[src/rtl/cmp_pkg.sv]
// Shared constants, output-stage encoding and round-robin helper for cmp_arbiter.
package cmp_pkg;

  localparam int unsigned OP_W = 6;

  localparam logic [0:0] ST_EMPTY = 1'b0;
  localparam logic [0:0] ST_FULL  = 1'b1;

  // Index following idx in a ring of n requesters.
  function automatic int unsigned rrNext(input int unsigned idx, input int unsigned n);
    return (idx + 32'd1 >= n) ? 32'd0 : idx + 32'd1;
  endfunction

endpackage

[src/rtl/cmp_arbiter_comparator.sv]
// Unsigned magnitude comparator over one operand pair.
module Comparator_6bits
  import cmp_pkg::*;
(
  input  logic [OP_W-1:0] A,
  input  logic [OP_W-1:0] B,
  output logic            AltB,
  output logic            AeqB,
  output logic            AgtB
);

  assign AltB = (A < B);
  assign AeqB = (A == B);
  assign AgtB = (A > B);

endmodule

[src/rtl/cmp_arbiter.sv]
// Round-robin arbiter sharing one comparator among NREQ requesters, with a
// one-deep registered result stage under rsp_ready backpressure.
module cmp_arbiter
  import cmp_pkg::*;
#(
  parameter int unsigned NREQ = 4,
  parameter int unsigned IDW  = 2,
  parameter int unsigned CNTW = 16
) (
  input  logic                 clk,
  input  logic                 reset,
  input  logic [NREQ-1:0]      req_valid,
  input  logic [OP_W*NREQ-1:0] req_a,
  input  logic [OP_W*NREQ-1:0] req_b,
  output logic [NREQ-1:0]      req_ready,
  output logic                 rsp_valid,
  input  logic                 rsp_ready,
  output logic [IDW-1:0]       rsp_id,
  output logic                 rsp_lt,
  output logic                 rsp_eq,
  output logic                 rsp_gt,
  output logic [CNTW-1:0]      cmp_count
);

  localparam int unsigned IW = $clog2(NREQ);

  if (NREQ < 2 || NREQ > 8) begin : gBadNreq
    $error("cmp_arbiter: NREQ must be within 2..8");
  end
  if (IDW < IW) begin : gBadIdw
    $error("cmp_arbiter: IDW too narrow for NREQ");
  end

  logic [0:0]      state;
  logic [0:0]      stateNext;
  logic [IDW-1:0]  ptr;
  logic            canIssue_c;
  logic            grant_c;
  logic            grantFound;
  int unsigned     grantIdx;
  logic [OP_W-1:0] opA_c;
  logic [OP_W-1:0] opB_c;
  logic            cmpLt;
  logic            cmpEq;
  logic            cmpGt;

  assign canIssue_c = (state == ST_EMPTY) | rsp_ready;
  assign grant_c    = grantFound & canIssue_c & ~reset;
  assign rsp_valid  = (state == ST_FULL);

  // Rotate-priority scan: first valid requester at or after ptr.
  always_comb begin : pScan
    int unsigned cand;
    cand       = 32'd0;
    grantFound = 1'b0;
    grantIdx   = 32'd0;
    for (int unsigned k = 0; k < NREQ; k++) begin
      cand = 32'(ptr) + k;
      if (cand >= NREQ) cand = cand - NREQ;
      if (!grantFound && req_valid[IW'(cand)]) begin
        grantFound = 1'b1;
        grantIdx   = cand;
      end
    end
  end

  // Operand mux feeding the shared comparator.
  always_comb begin : pOpMux
    opA_c = '0;
    opB_c = '0;
    for (int unsigned i = 0; i < NREQ; i++) begin
      if (i == grantIdx) begin
        opA_c = req_a[i*OP_W +: OP_W];
        opB_c = req_b[i*OP_W +: OP_W];
      end
    end
  end

  always_comb begin : pReady
    req_ready = '0;
    if (grant_c) req_ready[IW'(grantIdx)] = 1'b1;
  end

  Comparator_6bits uCmp (
    .A    (opA_c),
    .B    (opB_c),
    .AltB (cmpLt),
    .AeqB (cmpEq),
    .AgtB (cmpGt)
  );

  always_comb begin : pNext
    stateNext = state;
    case (state)
      ST_EMPTY: if (grant_c) stateNext = ST_FULL;
      ST_FULL:  if (!grant_c && rsp_ready) stateNext = ST_EMPTY;
      default:  stateNext = ST_EMPTY;
    endcase
  end

  always_ff @(posedge clk) begin : pState
    if (reset) state <= ST_EMPTY;
    else       state <= stateNext;
  end

  // Result capture, pointer advance and saturating completion count.
  always_ff @(posedge clk) begin : pData
    if (reset) begin
      ptr       <= '0;
      rsp_id    <= '0;
      rsp_lt    <= 1'b0;
      rsp_eq    <= 1'b0;
      rsp_gt    <= 1'b0;
      cmp_count <= '0;
    end else begin
      if (grant_c) begin
        ptr    <= IDW'(rrNext(grantIdx, NREQ));
        rsp_id <= IDW'(grantIdx);
        rsp_lt <= cmpLt;
        rsp_eq <= cmpEq;
        rsp_gt <= cmpGt;
      end
      if (rsp_valid && rsp_ready && !(&cmp_count)) begin
        cmp_count <= cmp_count + CNTW'(1);
      end
    end
  end

endmodule

[config.mk]
export PLATFORM = sky130hd
export DESIGN_NAME = cmp_arbiter
export DESIGN_NICKNAME = d
export VERILOG_FILES = /design/src/rtl/cmp_pkg.sv /design/src/rtl/cmp_arbiter_comparator.sv /design/src/rtl/cmp_arbiter.sv
export SDC_FILE = /design/constraint.sdc
export NUM_CORES = 1
export LEC_CHECK = 0
export CORE_AREA = 8 8 79 81
export CTS_CLUSTER_DIAMETER = 100
export CTS_CLUSTER_SIZE = 16
export DETAILED_ROUTE_END_ITERATION = 16
export DIE_AREA = 0 0 87 89
export MAX_ROUTING_LAYER = met4
export PLACE_DENSITY_LB_ADDON = 0.15
export REMOVE_ABC_BUFFERS = 1
export SYNTH_ARGS = -nofsm -noshare
export SYNTH_HDL_FRONTEND = slang
export SYNTH_HIERARCHICAL = 1
export SYNTH_SLANG_ARGS = --single-unit
[constraint.sdc]
create_clock -name clk -period 5.2 [get_ports clk]
set_input_delay 1.04 -clock clk [delete_from_list [all_inputs] [get_ports clk]]
set_output_delay 1.04 -clock clk [all_outputs]
set_load 0.01 [all_outputs]
# Yosys cells after proc, flatten, opt, wreduce, memory -nomap -nowiden
# Index checks and enable logic that the tools add are counted.
# word_totals
latch_bits	0
rom_bits	0
mem_bits_rw	0
output_inout_bits	26
n_memories	0
input_bits	55
word_cells	87
regBits	24
# op_classes
add_sub_neg	9
shifts	0
bitwise	5
div	0
eq_ne	4
reduce_logical	14
mux	35
n_lt_le_gt_ge	13
multipliers	0
# op_table
operator	count
$mux 32	8
$eq 2x32->1 const A	2
$mux 6	8
$add 32x1->32 const B	1
$eq 1x32->1 const A	1
$ge 32x3->1 const B	1
$logic_not 32->1	1
$add 16x1->16 const B	1
$reduce_and 16->1	1
$lt 2x3->1 const B	5
$sub 3x3->4 const B	3
$mux 1	11
$ge 3x3->1 const B	3
$bmux 1 s2	4
$logic_and 1x1->1	7
$add 2x2->3 const B	2
$eq 6x6->1	1
$gt 6x6->1	1
$lt 6x6->1	1
$logic_not 1->1	5
$mux 4	1
$sub 2x3->4 const B	1
$add 2x1->3 const B	1
$ge 2x3->1 const B	1
other kinds (7)	9

# Depth between registers and ports, before layout
# logic_depth
depth_word	20
depth_mapped	22
depth_no_buf	19

# Hierarchy
# Netlist, hierarchy kept.
# by_module_without_submodules
module	seq_area_each_um2	n_inst	cells_per_inst	area_per_inst_um2
cmp_arbiter	480.5	1	261	2094.5
Comparator_6bits	0.0	1	22	155.1

# Least setup slack after synthesis
# Ideal clock, no wire load.
# synth_timing
kind	input to register
startpoint	input req_valid[1]
endpoint	register rsp_lt
slack_ns	0.728
arrival_time_ns	4.345
t_required_ns	5.072
stages	19
n_path_buf	2
setup_ns	0.128
cell_sequence	clkbuf_8 -> mux4_2 -> o32a_2 -> o22ai_1 -> inv_1 -> ha_1 -> nor2b_1 -> clkbuf_1 -> a221oi_1 -> nor3_1 -> a21oi_1 -> nor2_1 -> inv_1 -> ha_1 -> nand4_1 -> o21bai_1 -> and3_1 -> mux2i_1 -> nor2_1
# synth_between
elab_chain_cells	18
elab_cells_between_ends	37
classes_between	order compare: 1; eq/ne: 3; mux: 24; bitwise: 2; reduce/logical: 7
# synth_lines
element	line_no	text
start, declared	cmp_arbiter.sv:12	input logic [NREQ-1:0] req_valid,
$bmux 1 s2	cmp_arbiter.sv:60	if (!grantFound && req_valid[IW'(cand)]) begin
$mux 1 (implied by the code)	cmp_arbiter.sv:60	
$mux 1	cmp_arbiter.sv:60	
$logic_not 1->1	cmp_arbiter.sv:60	
$logic_and 1x1->1	cmp_arbiter.sv:60	
$mux 1	cmp_arbiter.sv:60	
$logic_not 1->1	cmp_arbiter.sv:60	
$logic_and 1x1->1	cmp_arbiter.sv:60	
(+3 left out)	--	
$mux 32 *	cmp_arbiter.sv:60	
via grantIdx[1]	cmp_arbiter.sv:40	int unsigned grantIdx;
$logic_not 32->1	cmp_arbiter.sv:72	if (i == grantIdx) begin
$mux 6 (3 in series)	cmp_arbiter.sv:72	
$mux 6 *	cmp_arbiter.sv:72	
via opB_c[4]	cmp_arbiter.sv:42	logic [OP_W-1:0] opB_c;
$lt 6x6->1 *	cmp_arbiter_comparator.sv:12	assign AltB = (A < B);
via cmpLt	cmp_arbiter.sv:43	logic cmpLt;
end signal, assigned	cmp_arbiter.sv:119	rsp_lt <= cmpLt;
end, declared	cmp_arbiter.sv:19	output logic rsp_lt,
# Mark *: on every way through the listed nets, which the timed path passes. The rest lies on a longest branch. The select of a mux whose other input is x is not followed.
# A chain may end at the register's enable or synchronous reset.

# Worst setup path after layout
# layout_timing
startpoint	input req_valid[2]
endpoint	output req_ready[1]
# layout_between
elab_chain_cells	17
elab_cells_between_ends	30
classes_between	order compare: 2; mux: 19; bitwise: 2; reduce/logical: 7
# layout_lines
element	line_no	text
$bmux 1 s2	cmp_arbiter.sv:60	
$mux 1 (implied by the code)	cmp_arbiter.sv:60	
$mux 1	cmp_arbiter.sv:60	
$logic_not 1->1	cmp_arbiter.sv:60	
$logic_and 1x1->1	cmp_arbiter.sv:60	
$mux 1	cmp_arbiter.sv:60	
$logic_not 1->1	cmp_arbiter.sv:60	
$logic_and 1x1->1	cmp_arbiter.sv:60	
(+2 left out)	--	
$logic_and 1x1->1	cmp_arbiter.sv:60	
$mux 32 *	cmp_arbiter.sv:60	
via grantIdx[1]	cmp_arbiter.sv:40	
$lt 2x3->1 (implied by the code) or $ge 2x1->1 (tied branches)	cmp_arbiter.sv:81	if (grant_c) req_ready[IW'(grantIdx)] = 1'b1;
$logic_and 1x1->1 (implied by the code)	cmp_arbiter.sv:81	
$mux 1 (implied by the code)	cmp_arbiter.sv:81	
$demux 1 s2 *	cmp_arbiter.sv:81	
$mux 4 *	cmp_arbiter.sv:81	
end, declared	cmp_arbiter.sv:15	output logic [NREQ-1:0] req_ready,
# Marks and branches as above.

==> impl_metrics.ini <==
[run_status]
status = finished clean

[setup_path]
path_cells = clkdlybuf4s50_1, mux4_2, o32a_2, o22ai_1, inv_1, ha_1, and2_1, clkdlybuf4s50_1
r2r_end = rsp_lt
cp_slowest_cell = mux4_2
setup.worst_path.start = req_valid[2]
cp-endpoint = req_ready[1]
worstSetupPathType = primary input to output pin
cp_max_fo = 14
r2r_setup_slack_ns = 0.70
startpoint_type = primary input
slowest_delay_ns = 0.51
r2r_start = ptr[1]
critPathArrivalTime_ns = 3.68
endpoint_kind = output pin
path_common_cell = clkdlybuf4s50_1
cp.required_ns = 4.16
reg2reg_depth = 20

[finish]
nets = 439
seqCellArea_sq_um = 480
multi_input_area_sq_um = 1600
drive_above_1_share = 0.0748
area_growth_pct = 40.4
n_fill_cell = 462
utilization = 0.635
antennaDiodeCount = 0

[route]
vias = 2260
drt_iter0_markers = 89
routed_via_density = 5.24
wl_met3_microns = 249
drc = 0
drt-met1-wl_microns = 2670
postRouteAntennaNets = 0
drt_pass1_iterations = 4
highest_layer = met3
met2_length_microns = 3080
wl_per_cell_microns = 13.9
wl_microns = 6000

[power]
combPwrFrac = 0.730
power.leakage_nw = 1.20
intPower_mw = 0.724
power_per_cell_area_nw_per_um2 = 404
peakVddDrop_v = 0.000223
switchingPower_mw = 0.552
p_seq_frac = 0.173
p_sw_frac = 0.433
clkPwrFrac = 0.097

[die]
die_area_sq_um = 7740
core_sq_um = 4980
rows = 26
die_width_microns = 87
ios = 81
die_y_microns = 89
initial_core_util = 0.452

[synthesis]
synth_compound_area_frac = 0.177
yosysUniqueCellTypes = 46
synth_xor_area_frac = 0.0584
yosysSeqAreaShare = 0.214
syn_area_sq_um = 2250
synth_fa_ha_area_frac = 0.122
synth-simple-area-share = 0.296
synth_edf_count = 0
yosysWarnings = 6
syn_inst = 283
ys_seq_elements = 24
async_flop_share = 0
synth_top_family_by_area = simple AND/OR/NAND/NOR gates
synth.area.mux_share = 0.0595
synth_flop_cell = dfxtp_1
syn_area_per_cell_sq_um = 7.95

[place]
place_hpwl_microns = 4860
portBuffers = 80
gp_congestion = 0.811

[min_path]
hold_path_class = register to register

[timing]
fmax_mhz = 212
worstMarginPinSlew_ns = 0.854
tns_ns = 0
hold_violations = 0
hold_ws_ns = 0.511
fin_skew_ns = 0.00663
setup_viol = 0
rsz0062_at_grt = false
slew_headroom = 0.426
fin_crit_sh = 0.907
fin_crit_ns = 4.72
slew_viol_final = 0

[clock_tree]
cts_max_path_buffers = 2
post_cts_resized = 0
cts_num_sinks = 24
cts_hold_buf = 0
clock_latency_ns = 0.26
clockRootBuffer = clkbuf_8
cts_buffers = 3
cts_setup_buffers = 0
cts_max_level = 1
path_clk_slew_ns = 0.08
cts_tree = done

[global_route]
groute.usage.overall = 0.157
grt_pass1_wl_microns = 9850
antenna_found_initial = 0
grt_max_degree = 27
grt.overflow.total = 0
grt_pass1_vias = 2299

[flow_run]
max_cap_viol_count = 0
[cell type report]
cell class,count,share of cell area
Clock buffer,4,0.0174
Timing Repair Buffer,92,0.282
Multi-Input combinational cell,230,0.508
Inverter,11,0.0131
Tap cell,70,0.0277
Sequential cell,24,0.152
[how the worst min path moves through the flow]
| stage | start | to | slack (ns) | cells past startpoint |
|---|---|---|---|---|
| after global placement | rsp_eq | rsp_eq | 0.48 | 2 |
| after detailed placement | rsp_lt | rsp_lt | 0.49 | 2 |
| after CTS | rsp_lt | rsp_lt | 0.52 | 2 |
| final | rsp_eq | rsp_eq | 0.51 | 2 |
| after floorplan | rsp_id[0] | rsp_id[0] | 0.52 | 2 |
| after global routing | rsp_id[0] | rsp_id[0] | 0.54 | 2 |
[metal layers]
layer	global-route usage	vias to the layer above
li1	-	1176
met1	0.177	1040
met2	0.287	44
met3	0.0349	0
met4	0.0141	0
met5	-	-
[flip-flops by register name (all words and copies together), names as in the netlist]
signal and cells:
rsp_valid 1, rsp_eq 1, rsp_gt 1, rsp_lt 1
rsp_id 2, cmp_count 16, ptr 2
[through the flow]
step	cell area [sq um]	worst slack, ns	std cells	power, mW
floorplan	2130	0.413	265	0.882
global placement	3100	0.413	427	1.14
detailed placement	3100	0.342	427	1.16
CTS	3160	0.479	431	1.29
global route	3160	0.315	431	1.41
finish	3160	0.482	431	1.28
[worst max-delay path, delay by kind of cell]
| kind | cells | cell delay, ns |
|---|---|---|
| muxes | 1 | 0.51 |
| AOI/OAI and AO/OA | 2 | 0.55 |
| adders and majority gates | 1 | 0.36 |
| buffers and inverters | 3 | 1.01 |
| and+or+nand+nor | 1 | 0.21 |
[placed cells by master (no fill, tap or decap), types with 8 or more instances in the layout]
cell type / count
a21oi_1: 20
a221oi_1: 14
buf_4: 12
clkdlybuf4s50_1: 80
dfxtp_1: 24
ha_1: 22
inv_1: 11
mux2i_1: 10
nand2_1: 13
nand4_1: 8
nor2_1: 39
nor2b_1: 17
nor3_1: 21
xnor2_1: 14
[power by group through the flow]
stage / clock network, mW / logic (mW) / registers (mW)
2_1_floorplan: 0 / 0.647 / 0.235
3_3_place_gp: 0 / 0.916 / 0.226
3_5_place_dp: 0 / 0.938 / 0.225
4_1_cts: 0.127 / 0.942 / 0.221
5_1_grt: 0.137 / 1.05 / 0.224
6_report: 0.124 / 0.931 / 0.221
[synthesized netlist by cell type (2+ instances only)]
| master | number | area share |
|---|---|---|
| nor4_1 | 4 | 0.011 |
| nor2b_1 | 17 | 0.047 |
| buf_6 | 3 | 0.015 |
| o31ai_1 | 2 | 0.0067 |
| ha_1 | 22 | 0.12 |
| nand4_1 | 8 | 0.022 |
| clkbuf_1 | 11 | 0.018 |
| nand2_1 | 13 | 0.022 |
| inv_1 | 11 | 0.018 |
| o21ai_0 | 2 | 0.0044 |
| a221oi_1 | 14 | 0.055 |
| and3_1 | 3 | 0.0083 |
| dfxtp_1 | 24 | 0.21 |
| mux2i_1 | 10 | 0.044 |
| a211oi_1 | 3 | 0.010 |
| nor3b_1 | 3 | 0.010 |
| and2_1 | 5 | 0.014 |
| xnor2_1 | 14 | 0.055 |
| o32a_2 | 2 | 0.010 |
| a21oi_1 | 20 | 0.044 |
| nand3_1 | 6 | 0.013 |
| nor2_1 | 39 | 0.065 |
| or3_1 | 2 | 0.0056 |
| nor3_1 | 21 | 0.047 |
| clkbuf_8 | 3 | 0.018 |
[kinds of logic after synthesis]
logic type | after synthesis
and+or+nand+nor | 128
buffers and inverters | 29
AOI/OAI and AO/OA | 53
xor gates and xnor gates | 15
muxes | 12
adders and majority gates | 22
DFF | 24
(Power assumes the default switching activity.)
==> RTL edit 1 (same flow settings) <==
Change the parameter `CNTW` from 16 to 32.
--- a/src/rtl/cmp_arbiter.sv
+++ b/src/rtl/cmp_arbiter.sv
@@ -6,5 +6,5 @@
   parameter int unsigned NREQ = 4,
   parameter int unsigned IDW  = 2,
-  parameter int unsigned CNTW = 16
+  parameter int unsigned CNTW = 32
 ) (
   input  logic                 clk,
Ports: changed (resized cmp_count); port bits go from 81 to 97. No check against the original RTL was run, so the function may have changed too.
==> RTL edit 1 against the unedited design <==
Final area grew 30%. Area after synthesis increased by 32%. Utilization grew 19 points. Setup slack worse by 0.29 ns. Power up 3.8%. Register-to-register slack gained 0.03 ns. Sequential cell count grew 16. Routed wire length is 39% higher.
==> RTL edit 1: results (changes against the unedited design) <==
[detailed_routing]
wl_met1_um=3656  ; was 2670 um
wl_um=8328  ; was 5997 um
via_count=3092  ; was 2260
routed.top_layer=met4  ; was met3
first_iter_violations=124  ; was 89
vias_per_cell=5.642  ; was 5.244
route.met3.wl_um=292  ; was 249 um
wl_met2_um=4078  ; was 3077 um

[global_routing]
use_met2_pct=37.68  ; was 28.66%
antenna_found_initial=0  ; unchanged
grt_first_pass_wirelength_um=13660  ; was 9846 um
grt_max_degree=42  ; was 27
grt_usage_pct=22.44  ; was 15.70%
use_met3_pct=3.585  ; was 3.493%
grt_pass1_vias=2930  ; was 2299
grtUsageMet1_pct=25.83  ; was 17.71%

[place]
place.gp.congestion=0.8839  ; was 0.8112
placed_cells=540  ; was 427
place_worst_setup_slack_ns=0.1141  ; was 0.3417 ns
portBuffers=96  ; was 80
hpwlAfterDp_um=6387  ; was 4865 um
place_area_um2=3993  ; was 3104 um^2

[worst_setup_path]
cp_slowest_stage_delay_ns=0.54  ; was 0.51 ns
crit_fanout=12  ; was 14
crit_start=req_valid[0]  ; was req_valid[2]
slowest_stage=mux4_2  ; unchanged

[finish]
layout-drive-gt1-share_pct=5.439  ; was 7.479%
largestRegisters=cmp_count: 32 flops, ptr: 2 flops, rsp_id: 2 flops  ; was cmp_count: 16 flops, ptr: 2 flops, rsp_id: 2 flops
finalNetCount=554  ; was 439
fill_cells=327  ; was 462
n_antenna_cell=0  ; unchanged

[min_path]
hold_path_startpoint=rsp_id[1]$_SDFFE_PP0P_  ; was rsp_eq$_SDFFE_PP0P_

[power_and_ir_drop]
peakVddDrop_v=0.0002251  ; was 0.0002233 V
internal_power_mw=0.8322  ; was 0.7237 mW
leakage_nw=1.512  ; was 1.198 nW
pg_seq_mw=0.341  ; was 0.221 mW
pwr.group.clock_mw=0.277  ; was 0.124 mW
p_per_area_nw_per_um2=321.3  ; was 403.7 nW/um^2

[synth]
yosys.area_share.xor_xnor_pct=8.288  ; was 5.840%
ys_top_cells_by_count=nor2_1, dfxtp_1, nor3_1, nand2_1, ha_1  ; was nor2_1, dfxtp_1, ha_1, nor3_1, a21oi_1
ys_seq_area_share_pct=27.06  ; was 21.36%
synth.area.mux_share_pct=1.776  ; was 5.951%
synthTopCellsByArea=dfxtp_1, ha_1, nor2_1, nor3_1, xnor2_1  ; was dfxtp_1, ha_1, nor2_1, a221oi_1, xnor2_1
netlist_instances=386  ; was 283
synth_compound_area_share_pct=13.36  ; was 17.69%
synth-adder-area-share_pct=9.302  ; was 12.24%

[run_status]
status=finished, final reports clean  ; unchanged

[cts]
htreeDepth=2  ; was 1
cts_setup_buffers=0  ; unchanged
numCtsBuffers=5  ; was 3
insertion_delay_ns=0.29  ; was 0.26 ns
cts-root-buf=clkbuf_8  ; unchanged

[sta]
slew_headroom_pct=18.07  ; was 42.56%
fin_skew_ns=0.009301  ; was 0.006634 ns

RTL edit 1: changes by cell type in the layout (fill, tap and decap cells not counted), sizes merged, moves of 9 or more:
cell,unedited run,this run
clkdlybuf4s50,80,96
nand2,13,23
o21ai,2,12
nor2,39,51
dfxtp,24,40
nand4,8,17
xor2,1,13
RTL edit 1: cell type report:
class | instances | area, um^2 | share of cell area [%]
multi-input cells | 311 | 2019 | 49.03
repair buffers | 106 | 1036 | 25.15
flip-flops and latches | 40 | 800.8 | 19.44
clock buffers | 7 | 96.34 | 2.339
well taps | 70 | 87.58 | 2.126
inverters | 13 | 48.80 | 1.185
clock inverters | 1 | 30.03 | 0.7290
RTL edit 1: path summary, 6_finish.rpt:
check                                               to  slack [ns]  cells past startpoint
worst max-delay path                      req_ready[2]        0.19                     10
worst max register to register     rsp_lt$_SDFFE_PP0P_        0.73                     20
worst min-delay path            rsp_id[1]$_SDFFE_PP0P_        0.48                      2
worst min register to register  rsp_id[1]$_SDFFE_PP0P_        0.48                      2
==> RTL edit 2 (config.mk and constraints unchanged) <==
Made on the original files. Make the reset (`reset`) asynchronous in 2 clocked blocks.
--- a/src/rtl/cmp_arbiter.sv
+++ b/src/rtl/cmp_arbiter.sv
@@ -99,5 +99,5 @@
   end
 
-  always_ff @(posedge clk) begin : pState
+  always_ff @(posedge clk or posedge reset) begin : pState
     if (reset) state <= ST_EMPTY;
     else       state <= stateNext;
@@ -105,5 +105,5 @@
 
   // Result capture, pointer advance and saturating completion count.
-  always_ff @(posedge clk) begin : pData
+  always_ff @(posedge clk or posedge reset) begin : pData
     if (reset) begin
       ptr       <= '0;
Function: differs if reset is asserted again (counterexample within 4 cycles, from zero or initial values and one cycle with reset high); with reset held inactive, the same outputs for 10 cycles.
==> RTL edit 2 against the unedited design <==
Sequential power increased by 24%. Sequential cell count stayed put. Power rose by 33%. Non-clock buffer count unchanged. Final cell count decreased by 7.4%. Setup slack worse by 0.25 ns. Final area rose by 0.24%. Area after synthesis fell by 1.7%. Routed wire length increased by 0.38%. Combinational power is 39% higher. Sequential share of layout area is 3.8 points higher. Highest routed layer is now met4.
==> RTL edit 2: results (changes against the unedited design) <==
[run_status]
status=finished, final reports clean  ; unchanged

[cts]
htreeDepth=1  ; unchanged
cts_setup_buffers=0  ; unchanged
insertion_delay_ns=0.26  ; about the same
cts_buffer_depth=2  ; unchanged
cts_resized=0  ; unchanged
numCtsBuffers=3  ; unchanged
path_clk_slew_ns=0.08  ; about the same

[synth]
ys_types=44  ; was 46
netlist_instances=248  ; was 283
synth_edf_count=0  ; unchanged
ys_top_cells_by_count=nor3_1, dfrtp_1, ha_1, a21oi_1, nor2b_1  ; was nor2_1, dfxtp_1, ha_1, nor3_1, a21oi_1
ys_warn_count=6  ; unchanged
ys.flop_type=dfrtp_1  ; was dfxtp_1
ys_async_sr_fraction_pct=100.0  ; was 0%
ys_seq_area_share_pct=27.15  ; was 21.36%
synthTopCellsByArea=dfrtp_1, ha_1, nor3_1, a221oi_1, xnor2_1  ; was dfxtp_1, ha_1, nor2_1, a221oi_1, xnor2_1

[min_path]
hp-class=flop to flop  ; unchanged
holdPathStages=1  ; was 2
holdPathEnd=cmp_count[5]$_DFFE_PP0P_  ; was rsp_eq$_SDFFE_PP0P_
hold_path_startpoint=cmp_count[5]$_DFFE_PP0P_  ; was rsp_eq$_SDFFE_PP0P_

[power_and_ir_drop]
peakVddDrop_v=0.0002914  ; was 0.0002233 V
power_frac_seq_pct=16.2  ; was 17.3%
p_switching_mw=0.7586  ; was 0.5516 mW
power_mw=1.694  ; was 1.275 mW
p_comb_share_pct=76.4  ; was 73.0%
leakage_nw=1.308  ; was 1.198 nW

[worst_setup_path]
critPathArrivalTime_ns=3.93  ; was 3.68 ns
critPathTopFamily=buffers and inverters  ; unchanged
r2r_end=rsp_lt$_DFFE_PP0P_  ; was rsp_lt$_SDFFE_PP0P_
r2r_setup_slack_ns=0.55  ; was 0.70 ns
worstRegToRegCells=19  ; was 20
r2r-start=ptr[1]$_DFFE_PP0P_  ; was ptr[1]$_SDFFE_PP0P_
crit_fanout=25  ; was 14
cp_slowest_stage_delay_ns=0.54  ; was 0.51 ns
slowest_stage=clkdlybuf4s50_1  ; was mux4_2

[finish]
fill_cells=461  ; was 462
n_antenna_cell=0  ; unchanged
layout-drive-gt1-share_pct=10.33  ; was 7.479%
area_growth_pct=43.16  ; was 40.43%
finalNetCount=407  ; was 439
largestRegisters=cmp_count: 16 flops, ptr: 2 flops, rsp_id: 2 flops  ; unchanged

[global_routing]
grt_max_degree=26  ; was 27
grt_usage_pct=15.60  ; was 15.70%
antenna_found_initial=0  ; unchanged
grt_first_pass_wirelength_um=9749  ; was 9846 um

[detailed_routing]
first_iter_violations=68  ; was 89
vias_per_cell=5.298  ; was 5.244
via_count=2114  ; was 2260
wl_um=6020  ; was 5997 um
drt-pass1-iter-count=6  ; was 4

[sta]
drv_slew=0  ; unchanged
slew_headroom_pct=51.82  ; was 42.56%
fin_skew_ns=0.001807  ; was 0.006634 ns

[place]
portBuffers=80  ; unchanged
hpwlAfterDp_um=4691  ; was 4865 um
placed_cells=395  ; was 427
place_area_um2=3107  ; was 3104 um^2
place.gp.congestion=0.8502  ; was 0.8112

-- RTL edit 2: layout make-up --
class	instances	area share (%)
clock buffers	4	1.738
inverters	13	1.541
multi-input cells	196	46.86
flip-flops and latches	24	18.96
well taps	70	2.766
repair buffers	92	28.13
-- RTL edit 2: kinds of logic after synthesis --
| family | Yosys count | share of synthesized area, % |
|---|---|---|
| adders and majority gates | 22 | 12.44 |
| muxes | 12 | 7.127 |
| xor gates and xnor gates | 16 | 6.335 |
| and+or+nand+nor | 102 | 25.62 |
| DFF | 24 | 27.15 |
| AOI/OAI and AO/OA | 44 | 15.33 |
| buffers and inverters | 28 | 5.995 |
-- RTL edit 2: through the flow --
stage	setup WS [ns]	hold WS, ns
after floorplan	0.5621	0.5154
after global placement	0.05292	0.4848
after detailed placement	-0.04849	0.4849
after CTS	0.03966	0.5064
after global routing	0.1077	0.5183
final	0.2336	0.4982
-- RTL edit 2: how the worst max path moves through the flow --
stage                                   from  depth (start not counted)  slack [ns]            endpoint
after CTS                       req_valid[2]                          9        0.04        req_ready[2]
after detailed placement        req_valid[2]                         18       -0.05  rsp_lt$_DFFE_PP0P_
after floorplan           ptr[0]$_DFFE_PP0P_                         19        0.56  rsp_lt$_DFFE_PP0P_
after global placement          req_valid[2]                         18        0.05  rsp_lt$_DFFE_PP0P_
after global routing            req_valid[2]                          9        0.11        req_ready[2]
final                           req_valid[2]                          9        0.23        req_ready[2]
-- RTL edit 2: routing by layer --
| layer | track usage [%] | vias up | wire length [um] |
|---|---|---|---|
| met3 | 2.849 | 4 | 372 |
| met4 | 2.817 | 0 | 25 |
| met1 | 19.34 | 981 | 2800 |
| li1 | - | 1074 | - |
| met5 | - | - | 0 |
| met2 | 26.09 | 55 | 2822 |
